===== src/rtl/hazard_if.sv =====
// Signal bundle between the pipeline datapath/decode controller and hazard_scheduler.
// The master drives the stage fields; the slave (the scheduler) returns the control outputs.
interface hazard_if #(
    parameter int CNT_W = 16
);
    logic [4:0]       Rs1D;
    logic [4:0]       Rs2D;
    logic [4:0]       Rs1E;
    logic [4:0]       Rs2E;
    logic [4:0]       RdE;
    logic [4:0]       RdM;
    logic [4:0]       RdW;
    logic             RegWriteM;
    logic             RegWriteW;
    logic             ResultSrcE0;
    logic             PCSrcE;
    logic             MemReqM;
    logic             MemReadyM;
    logic [1:0]       ForwardAE;
    logic [1:0]       ForwardBE;
    logic             StallF;
    logic             StallD;
    logic             StallE;
    logic             StallM;
    logic             FlushD;
    logic             FlushE;
    logic             FlushW;
    logic             MemErr;
    logic [CNT_W-1:0] StallCnt;
    logic [CNT_W-1:0] FlushCnt;

    modport master (
        output Rs1D, Rs2D, Rs1E, Rs2E, RdE, RdM, RdW,
        output RegWriteM, RegWriteW, ResultSrcE0, PCSrcE, MemReqM, MemReadyM,
        input  ForwardAE, ForwardBE, StallF, StallD, StallE, StallM,
        input  FlushD, FlushE, FlushW, MemErr, StallCnt, FlushCnt
    );

    modport slave (
        input  Rs1D, Rs2D, Rs1E, Rs2E, RdE, RdM, RdW,
        input  RegWriteM, RegWriteW, ResultSrcE0, PCSrcE, MemReqM, MemReadyM,
        output ForwardAE, ForwardBE, StallF, StallD, StallE, StallM,
        output FlushD, FlushE, FlushW, MemErr, StallCnt, FlushCnt
    );
endinterface


===== src/rtl/hazard_scheduler.sv =====
// Hazard control for the 5-stage RV32I pipeline: forwarding, load-use stall, branch flush,
// data-memory wait freeze with watchdog, and saturating stall/flush counters.
//
// state     | meaning
// ST_RUN    | normal flow; a pending memory access with no ready freezes the pipe
// ST_WAIT   | pipe frozen on memory; wcnt counts frozen cycles toward TIMEOUT
// ST_BYPASS | watchdog fired; freeze suppressed for one cycle so the pipe advances
module hazard_scheduler #(
    parameter int CNT_W   = 16,
    parameter int TIMEOUT = 15
) (
    input  logic    clk,
    input  logic    reset,
    hazard_if.slave hz
);
    localparam int WC_W = $clog2(TIMEOUT + 1);

    typedef enum logic [1:0] {
        ST_RUN    = 2'd0,
        ST_WAIT   = 2'd1,
        ST_BYPASS = 2'd2
    } state_t;

    state_t           state_q, state_d;
    logic [WC_W-1:0]  wcnt_q, wcnt_d;
    logic             mem_err_q, mem_err_d;
    logic [CNT_W-1:0] stall_cnt_q, stall_cnt_d;
    logic [CNT_W-1:0] flush_cnt_q, flush_cnt_d;

    logic lw_stall;
    logic freeze;

    function automatic logic [1:0] fwd_sel(input logic [4:0] rs, input logic rw_m,
                                           input logic [4:0] rd_m, input logic rw_w,
                                           input logic [4:0] rd_w);
        if (rw_m && (rd_m != 5'd0) && (rd_m == rs)) begin
            return 2'b10;
        end else if (rw_w && (rd_w != 5'd0) && (rd_w == rs)) begin
            return 2'b01;
        end
        return 2'b00;
    endfunction

    assign lw_stall = hz.ResultSrcE0 && (hz.RdE != 5'd0) &&
                      ((hz.RdE == hz.Rs1D) || (hz.RdE == hz.Rs2D));
    assign freeze   = hz.MemReqM && !hz.MemReadyM &&
                      ((state_q == ST_RUN) || (state_q == ST_WAIT));

    always_ff @(posedge clk) begin
        if (reset) begin
            state_q     <= ST_RUN;
            wcnt_q      <= '0;
            mem_err_q   <= 1'b0;
            stall_cnt_q <= '0;
            flush_cnt_q <= '0;
        end else begin
            state_q     <= state_d;
            wcnt_q      <= wcnt_d;
            mem_err_q   <= mem_err_d;
            stall_cnt_q <= stall_cnt_d;
            flush_cnt_q <= flush_cnt_d;
        end
    end

    always_comb begin
        state_d   = state_q;
        wcnt_d    = wcnt_q;
        mem_err_d = mem_err_q;
        case (state_q)
            ST_RUN: begin
                if (freeze) begin
                    state_d = ST_WAIT;
                    wcnt_d  = WC_W'(1);
                end
            end
            ST_WAIT: begin
                if (hz.MemReadyM || !hz.MemReqM) begin
                    state_d = ST_RUN;
                end else if (wcnt_q == WC_W'(TIMEOUT)) begin
                    state_d   = ST_BYPASS;
                    mem_err_d = 1'b1;
                end else begin
                    wcnt_d = wcnt_q + WC_W'(1);
                end
            end
            ST_BYPASS: state_d = ST_RUN;
            default:   state_d = ST_RUN;
        endcase
    end

    // Counters track the final (post-override) StallF/FlushD values.
    always_comb begin
        stall_cnt_d = stall_cnt_q;
        flush_cnt_d = flush_cnt_q;
        if (hz.StallF && (stall_cnt_q != '1)) begin
            stall_cnt_d = stall_cnt_q + CNT_W'(1);
        end
        if (hz.FlushD && (flush_cnt_q != '1)) begin
            flush_cnt_d = flush_cnt_q + CNT_W'(1);
        end
    end

    always_comb begin
        hz.ForwardAE = fwd_sel(hz.Rs1E, hz.RegWriteM, hz.RdM, hz.RegWriteW, hz.RdW);
        hz.ForwardBE = fwd_sel(hz.Rs2E, hz.RegWriteM, hz.RdM, hz.RegWriteW, hz.RdW);
        hz.StallF    = lw_stall && !hz.PCSrcE;
        hz.StallD    = lw_stall && !hz.PCSrcE;
        hz.StallE    = 1'b0;
        hz.StallM    = 1'b0;
        hz.FlushD    = hz.PCSrcE;
        hz.FlushE    = lw_stall || hz.PCSrcE;
        hz.FlushW    = 1'b0;
        if (reset) begin
            hz.ForwardAE = 2'b00;
            hz.ForwardBE = 2'b00;
            hz.StallF    = 1'b0;
            hz.StallD    = 1'b0;
            hz.FlushD    = 1'b1;
            hz.FlushE    = 1'b1;
            hz.FlushW    = 1'b1;
        end else if (freeze) begin
            // The frozen stages hold PCSrcE, so a branch here resolves after release.
            hz.StallF = 1'b1;
            hz.StallD = 1'b1;
            hz.StallE = 1'b1;
            hz.StallM = 1'b1;
            hz.FlushD = 1'b0;
            hz.FlushE = 1'b0;
            hz.FlushW = 1'b1;
        end
    end

    assign hz.MemErr   = mem_err_q;
    assign hz.StallCnt = stall_cnt_q;
    assign hz.FlushCnt = flush_cnt_q;
endmodule


===== src/flat_wrapper.sv =====
// flat-port wrapper written by rule: the top's interface ports become plain ports
module hazard_scheduler_flat 
#(
    parameter int CNT_W   = 16,
    parameter int TIMEOUT = 15
)
  (clk, reset, hz_Rs1D, hz_Rs2D, hz_Rs1E, hz_Rs2E, hz_RdE, hz_RdM, hz_RdW, hz_RegWriteM, hz_RegWriteW, hz_ResultSrcE0, hz_PCSrcE, hz_MemReqM, hz_MemReadyM, hz_ForwardAE, hz_ForwardBE, hz_StallF, hz_StallD, hz_StallE, hz_StallM, hz_FlushD, hz_FlushE, hz_FlushW, hz_MemErr, hz_StallCnt, hz_FlushCnt);
  hazard_if #(.CNT_W(CNT_W)) hz_i ();
  input  logic clk;
  input  logic reset;
  input wire logic [$bits(hz_i.Rs1D)-1:0] hz_Rs1D;
  input wire logic [$bits(hz_i.Rs2D)-1:0] hz_Rs2D;
  input wire logic [$bits(hz_i.Rs1E)-1:0] hz_Rs1E;
  input wire logic [$bits(hz_i.Rs2E)-1:0] hz_Rs2E;
  input wire logic [$bits(hz_i.RdE)-1:0] hz_RdE;
  input wire logic [$bits(hz_i.RdM)-1:0] hz_RdM;
  input wire logic [$bits(hz_i.RdW)-1:0] hz_RdW;
  input wire logic [$bits(hz_i.RegWriteM)-1:0] hz_RegWriteM;
  input wire logic [$bits(hz_i.RegWriteW)-1:0] hz_RegWriteW;
  input wire logic [$bits(hz_i.ResultSrcE0)-1:0] hz_ResultSrcE0;
  input wire logic [$bits(hz_i.PCSrcE)-1:0] hz_PCSrcE;
  input wire logic [$bits(hz_i.MemReqM)-1:0] hz_MemReqM;
  input wire logic [$bits(hz_i.MemReadyM)-1:0] hz_MemReadyM;
  output wire logic [$bits(hz_i.ForwardAE)-1:0] hz_ForwardAE;
  output wire logic [$bits(hz_i.ForwardBE)-1:0] hz_ForwardBE;
  output wire logic [$bits(hz_i.StallF)-1:0] hz_StallF;
  output wire logic [$bits(hz_i.StallD)-1:0] hz_StallD;
  output wire logic [$bits(hz_i.StallE)-1:0] hz_StallE;
  output wire logic [$bits(hz_i.StallM)-1:0] hz_StallM;
  output wire logic [$bits(hz_i.FlushD)-1:0] hz_FlushD;
  output wire logic [$bits(hz_i.FlushE)-1:0] hz_FlushE;
  output wire logic [$bits(hz_i.FlushW)-1:0] hz_FlushW;
  output wire logic [$bits(hz_i.MemErr)-1:0] hz_MemErr;
  output wire logic [$bits(hz_i.StallCnt)-1:0] hz_StallCnt;
  output wire logic [$bits(hz_i.FlushCnt)-1:0] hz_FlushCnt;
  assign hz_i.Rs1D = hz_Rs1D;
  assign hz_i.Rs2D = hz_Rs2D;
  assign hz_i.Rs1E = hz_Rs1E;
  assign hz_i.Rs2E = hz_Rs2E;
  assign hz_i.RdE = hz_RdE;
  assign hz_i.RdM = hz_RdM;
  assign hz_i.RdW = hz_RdW;
  assign hz_i.RegWriteM = hz_RegWriteM;
  assign hz_i.RegWriteW = hz_RegWriteW;
  assign hz_i.ResultSrcE0 = hz_ResultSrcE0;
  assign hz_i.PCSrcE = hz_PCSrcE;
  assign hz_i.MemReqM = hz_MemReqM;
  assign hz_i.MemReadyM = hz_MemReadyM;
  assign hz_ForwardAE = hz_i.ForwardAE;
  assign hz_ForwardBE = hz_i.ForwardBE;
  assign hz_StallF = hz_i.StallF;
  assign hz_StallD = hz_i.StallD;
  assign hz_StallE = hz_i.StallE;
  assign hz_StallM = hz_i.StallM;
  assign hz_FlushD = hz_i.FlushD;
  assign hz_FlushE = hz_i.FlushE;
  assign hz_FlushW = hz_i.FlushW;
  assign hz_MemErr = hz_i.MemErr;
  assign hz_StallCnt = hz_i.StallCnt;
  assign hz_FlushCnt = hz_i.FlushCnt;
  hazard_scheduler #(.CNT_W(CNT_W), .TIMEOUT(TIMEOUT)) u_core (.clk(clk), .reset(reset), .hz(hz_i));
endmodule

===== config.mk =====
export PLATFORM = sky130hd
export DESIGN_NAME = hazard_scheduler_flat
export DESIGN_NICKNAME = d
export VERILOG_FILES = /design/src/rtl/hazard_if.sv /design/src/rtl/hazard_scheduler.sv /design/src/flat_wrapper.sv
export SDC_FILE = /design/constraint.sdc
export NUM_CORES = 1
export LEC_CHECK = 0
export BUFFER_PORTS_ARGS = -buffer_cell sky130_fd_sc_hd__buf_2
export CORE_MARGIN = 8
export CORE_UTILIZATION = 46
export CTS_BUF_LIST = sky130_fd_sc_hd__clkbuf_8
export CTS_CLUSTER_DIAMETER = 100
export DETAILED_ROUTE_END_ITERATION = 7
export PLACE_DENSITY = 0.79
export SLEW_MARGIN = 40
export SYNTH_ARGS = -nofsm -noshare
export SYNTH_HDL_FRONTEND = slang
export SYNTH_SLANG_ARGS = --single-unit

===== constraint.sdc =====
create_clock -name clk -period 2 [get_ports clk]
set_clock_uncertainty 0.1 [all_clocks]
set_input_delay 0.1 -clock clk [delete_from_list [all_inputs] [get_ports clk]]
set_output_delay 0.1 -clock clk [all_outputs]
set_load 0.03 [all_outputs]

==> results.md <==
* Result of the run: complete, but fails checks
* Violations in the final reports: setup timing
* Number of remaining DRC errors at 0
* Final layout net count at approximately 440
* Fraction of power spent switching nets at roughly 28%
* Proportion of power drawn by flip-flops and latches at between 40% and 50%
* Vias in the first global route at 2366
* Data arrival, critical path at ~2.2 ns
* Logic gate share of total power at 18.4%
* Total Power Consumption at roughly 0.0016 W
* Post-synth net total at 320
* Number of hold-slack violations in the final timing report at 0
* Clk buf depth at 2
* Most numerous cell types in the synthesized netlist: dfxtp_1, nor2_1, nand2_1
* Switching Power at 0.000452 W
* Cell Chain, Critical Path: or3b_4, a21oi_4, inv_4, a221oi_4, o21ai_2, or4b_1, a21oi_1
* Detail-routed net length per standard cell at about 14 µm
* Clk pwr share at between 30 and 40%
* Crit. End Element: flop
* RSZ-0062 raised after global routing: true
* Mean instance size in the synthesized netlist at between 8 and 9 µm²
* Number of placed I/O pins at 87
* Cell area after placement at ~2900 µm²
* Placement Rows at 25
* Peak VDD IR at between 0.0002 and 0.0003 V
* Fill cell total of the finished layout at between 300 and 400
* Share of final-layout standard cells stronger than drive strength 1 at ~37%
* Count of flip-flops with a built-in enable after synthesis at 0
* Count of nets left with antenna violations after detail routing at 0
* Internal cell power at about 0.0012 W
* Total count of max-transition violations in the final report at 0
* Height of the chip at ~86 µm
* Dominant cell by count in the synthesized netlist: dfxtp_1
* Required time of the critical path at 2.13 ns
* Power density over cell area at 511 nW/µm²
* Insertion delay of the later-clocked pin in the worst-skew pair at 0.29 ns
* Final GP Congestion at approximately 0.85
* Count of max-cap constraint violations at 0
* Effective utilization at floorplan at 47.5%
* Sequential fraction of the synthesis area at about a third
* Largest fanout on the critical path at 5
* Fraction of synthesis flops using an asynchronous set or reset pin at 0%
* H-tree lvl count at 2
* Clock Pin Slew Worst Setup and Hold Paths at approximately 0.080 ns
* Leakage component of the power at between 1 and 1.5 nW
* Proportion of netlist area held by the largest area contributor at between 30% and 40%
* Detailed Place HPWL at ~5000 µm
* Final critical-path setup slack at -0.0562 ns
* GRT Residual Overflow at 0
* Length of the first detailed-routing pass in iterations at 4
* Count of cell types in the netlist at 39
* Number of clock buffers inserted by TritonCTS at 5
* CTS Sinks at 39
* Minimum clock period after layout at 2.06 ns
* Routed Wire Length at between 6000 and 7000 µm
* Library cell used as clock root buffer: clkbuf_8
* Top achievable clock speed at about 500 MHz
* Number of register bits inferred by synthesis at 39
* Worst Max-Slew Pin Slew at between 0.5 and 0.6 ns
* Worst setup path category: flop to flop
* Final Cycle Share at 103%
* Final antenna diode count at 0
* Leading cell types by total area after synthesis: dfxtp_1, xor2_1, xnor2_1
* # setup viols final at 4
* Hold Crit Class: input port to flop
* Gate count of the mapped netlist at between 200 and 300
* Die span in x at around 86 µm
* Kind of launch point of the worst setup path: flop
* Final instance area at 3150 µm²
* Max-slew headroom at between 60% and 70%
* Largest net degree at the start of global routing at 33
* Critical path's largest stage delay at 0.48 ns
* Worst hold slack after final layout at between 0.09 and 0.1 ns
* Total die area at 7370 µm²
* Placement Setup Slack at -0.0862 ns
* First-pass GRT wire length at between 10000 and 15000 µm
* Cell type contributing the most total cell area after synthesis: dfxtp_1
* Area added between synthesis and finish at 40.2%
* Antenna violations before repair at 0
* Number of non-filler instances in the completed layout at approximately 460
* Number of warnings printed during yosys synthesis at 0
* Core Footprint at around 4700 µm²
* Starting DRT DRC Count at 116
* Clock tree from TritonCTS: yes
* Overall via count from detail_route at 2446
* Post-synthesis instance area at 2240 µm²
* Number of I/O port buffers at 86
* Total placed cells including tap cells at 445
* Commonest register cell after synthesis: dfxtp_1
* Via count normalized by instance count at approximately 5.4
* GRT Util Overall at between 10% and 20%
* Critical path's slowest cell: or4b_1
final timing paths:
check / cells after the start / slack [ns] / end / from
hold / removal: 4 / 0.09 / u_core.state_q[1]$_SDFFE_PP0P_ / hz_MemReadyM
setup reg to reg: 7 / -0.06 / u_core.hz.StallCnt[8]$_SDFFE_PP0P_ / u_core.state_q[1]$_SDFFE_PP0P_
setup / recovery: 7 / -0.06 / u_core.hz.StallCnt[8]$_SDFFE_PP0P_ / u_core.state_q[1]$_SDFFE_PP0P_
hold reg to reg: 1 / 0.36 / u_core.hz.MemErr$_SDFFE_PP0P_ / u_core.hz.MemErr$_SDFFE_PP0P_
worst max-delay path, delay by kind of cell, from the launching register on:
| family | cells | cell delay (ns) |
|---|---|---|
| AO/OA/AOI/OAI | 4 | 0.65 |
| buffers and inverters | 1 | 0.07 |
| flip-flops | 1 | 0.32 |
| AND/OR/NAND/NOR | 2 | 0.86 |
registers in the layout (all words and copies together) (netlist names):
signal              flops
u_core.wcnt_q           4
u_core.hz.MemErr        1
u_core.state_q          2
u_core.hz.StallCnt     16
u_core.hz.FlushCnt     16
metal layers:
layer,vias up,global-route usage (%),wire length [µm]
met3,9,5.92,549
li1,1217,-,-
met4,0,8.60,126
met2,95,28.1,3000
met5,-,0,0
met1,1125,20.4,2740
power by group through the flow:
stage	Clock [W]	Combinational [W]	Sequential [W]
floorplan	0	0.000146	0.000826
global placement	0	0.000275	0.000812
detailed placement	0	0.000281	0.000813
CTS	0.000532	0.000296	0.000794
global route	0.000560	0.000326	0.000795
finish	0.000518	0.000296	0.000794
cell usage in the layout, fill, tap and decap left out, types with 9 or more instances in the layout:
| master | instances |
|---|---|
| buf_2 | 85 |
| nand2_1 | 24 |
| nand4_1 | 12 |
| buf_4 | 27 |
| xor2_1 | 24 |
| nor2_1 | 30 |
| xnor2_1 | 23 |
| o21ai_0 | 9 |
| a21oi_1 | 11 |
| dfxtp_1 | 36 |
| nand3_1 | 21 |
final cells by class:
class                           instances  area [µm²]  area share [%]
Clock buffer                            5        68.8            2.19
Clock inverter                          3        16.3           0.517
Inverter                                5        21.3           0.676
Multi-Input combinational cell        222        1500            47.7
Sequential cell                        39         785            24.9
Tap cell                               67        83.8            2.66
Timing Repair Buffer                  116         672            21.3
metrics by stage:
step	util [%]	TNS [ns]
after floorplan	-	-0.494
after global placement	62.4	-0.0465
after detailed placement	62.4	-0.173
after CTS	65.5	-0.233
after global routing	66.6	-0.590
final	66.6	-0.123
cell families (layout without fill, tap and decap cells):
logic type | after synthesis | after routing | share of synthesized area [%]
xor gates and xnor gates | 47 | 47 | 18.3
and+or+nand+nor | 125 | 125 | 27.9
AOI/OAI and AO/OA | 44 | 44 | 13.1
muxes | 3 | 3 | 1.34
buffers and inverters | 13 | 129 | 2.84
DFF | 39 | 39 | 34.8
adders and majority gates | 3 | 3 | 1.67
repair_timing:
item,4_1_cts,5_1_grt
cloned,1,0
hold buffers,1,0
pin swaps,6,2
setup endpoints to repair,6,20
endpoints found under the hold margin,2,0
resized for setup,8,16
buffers inserted,2,0
Power figures use the tool's default switching activity.
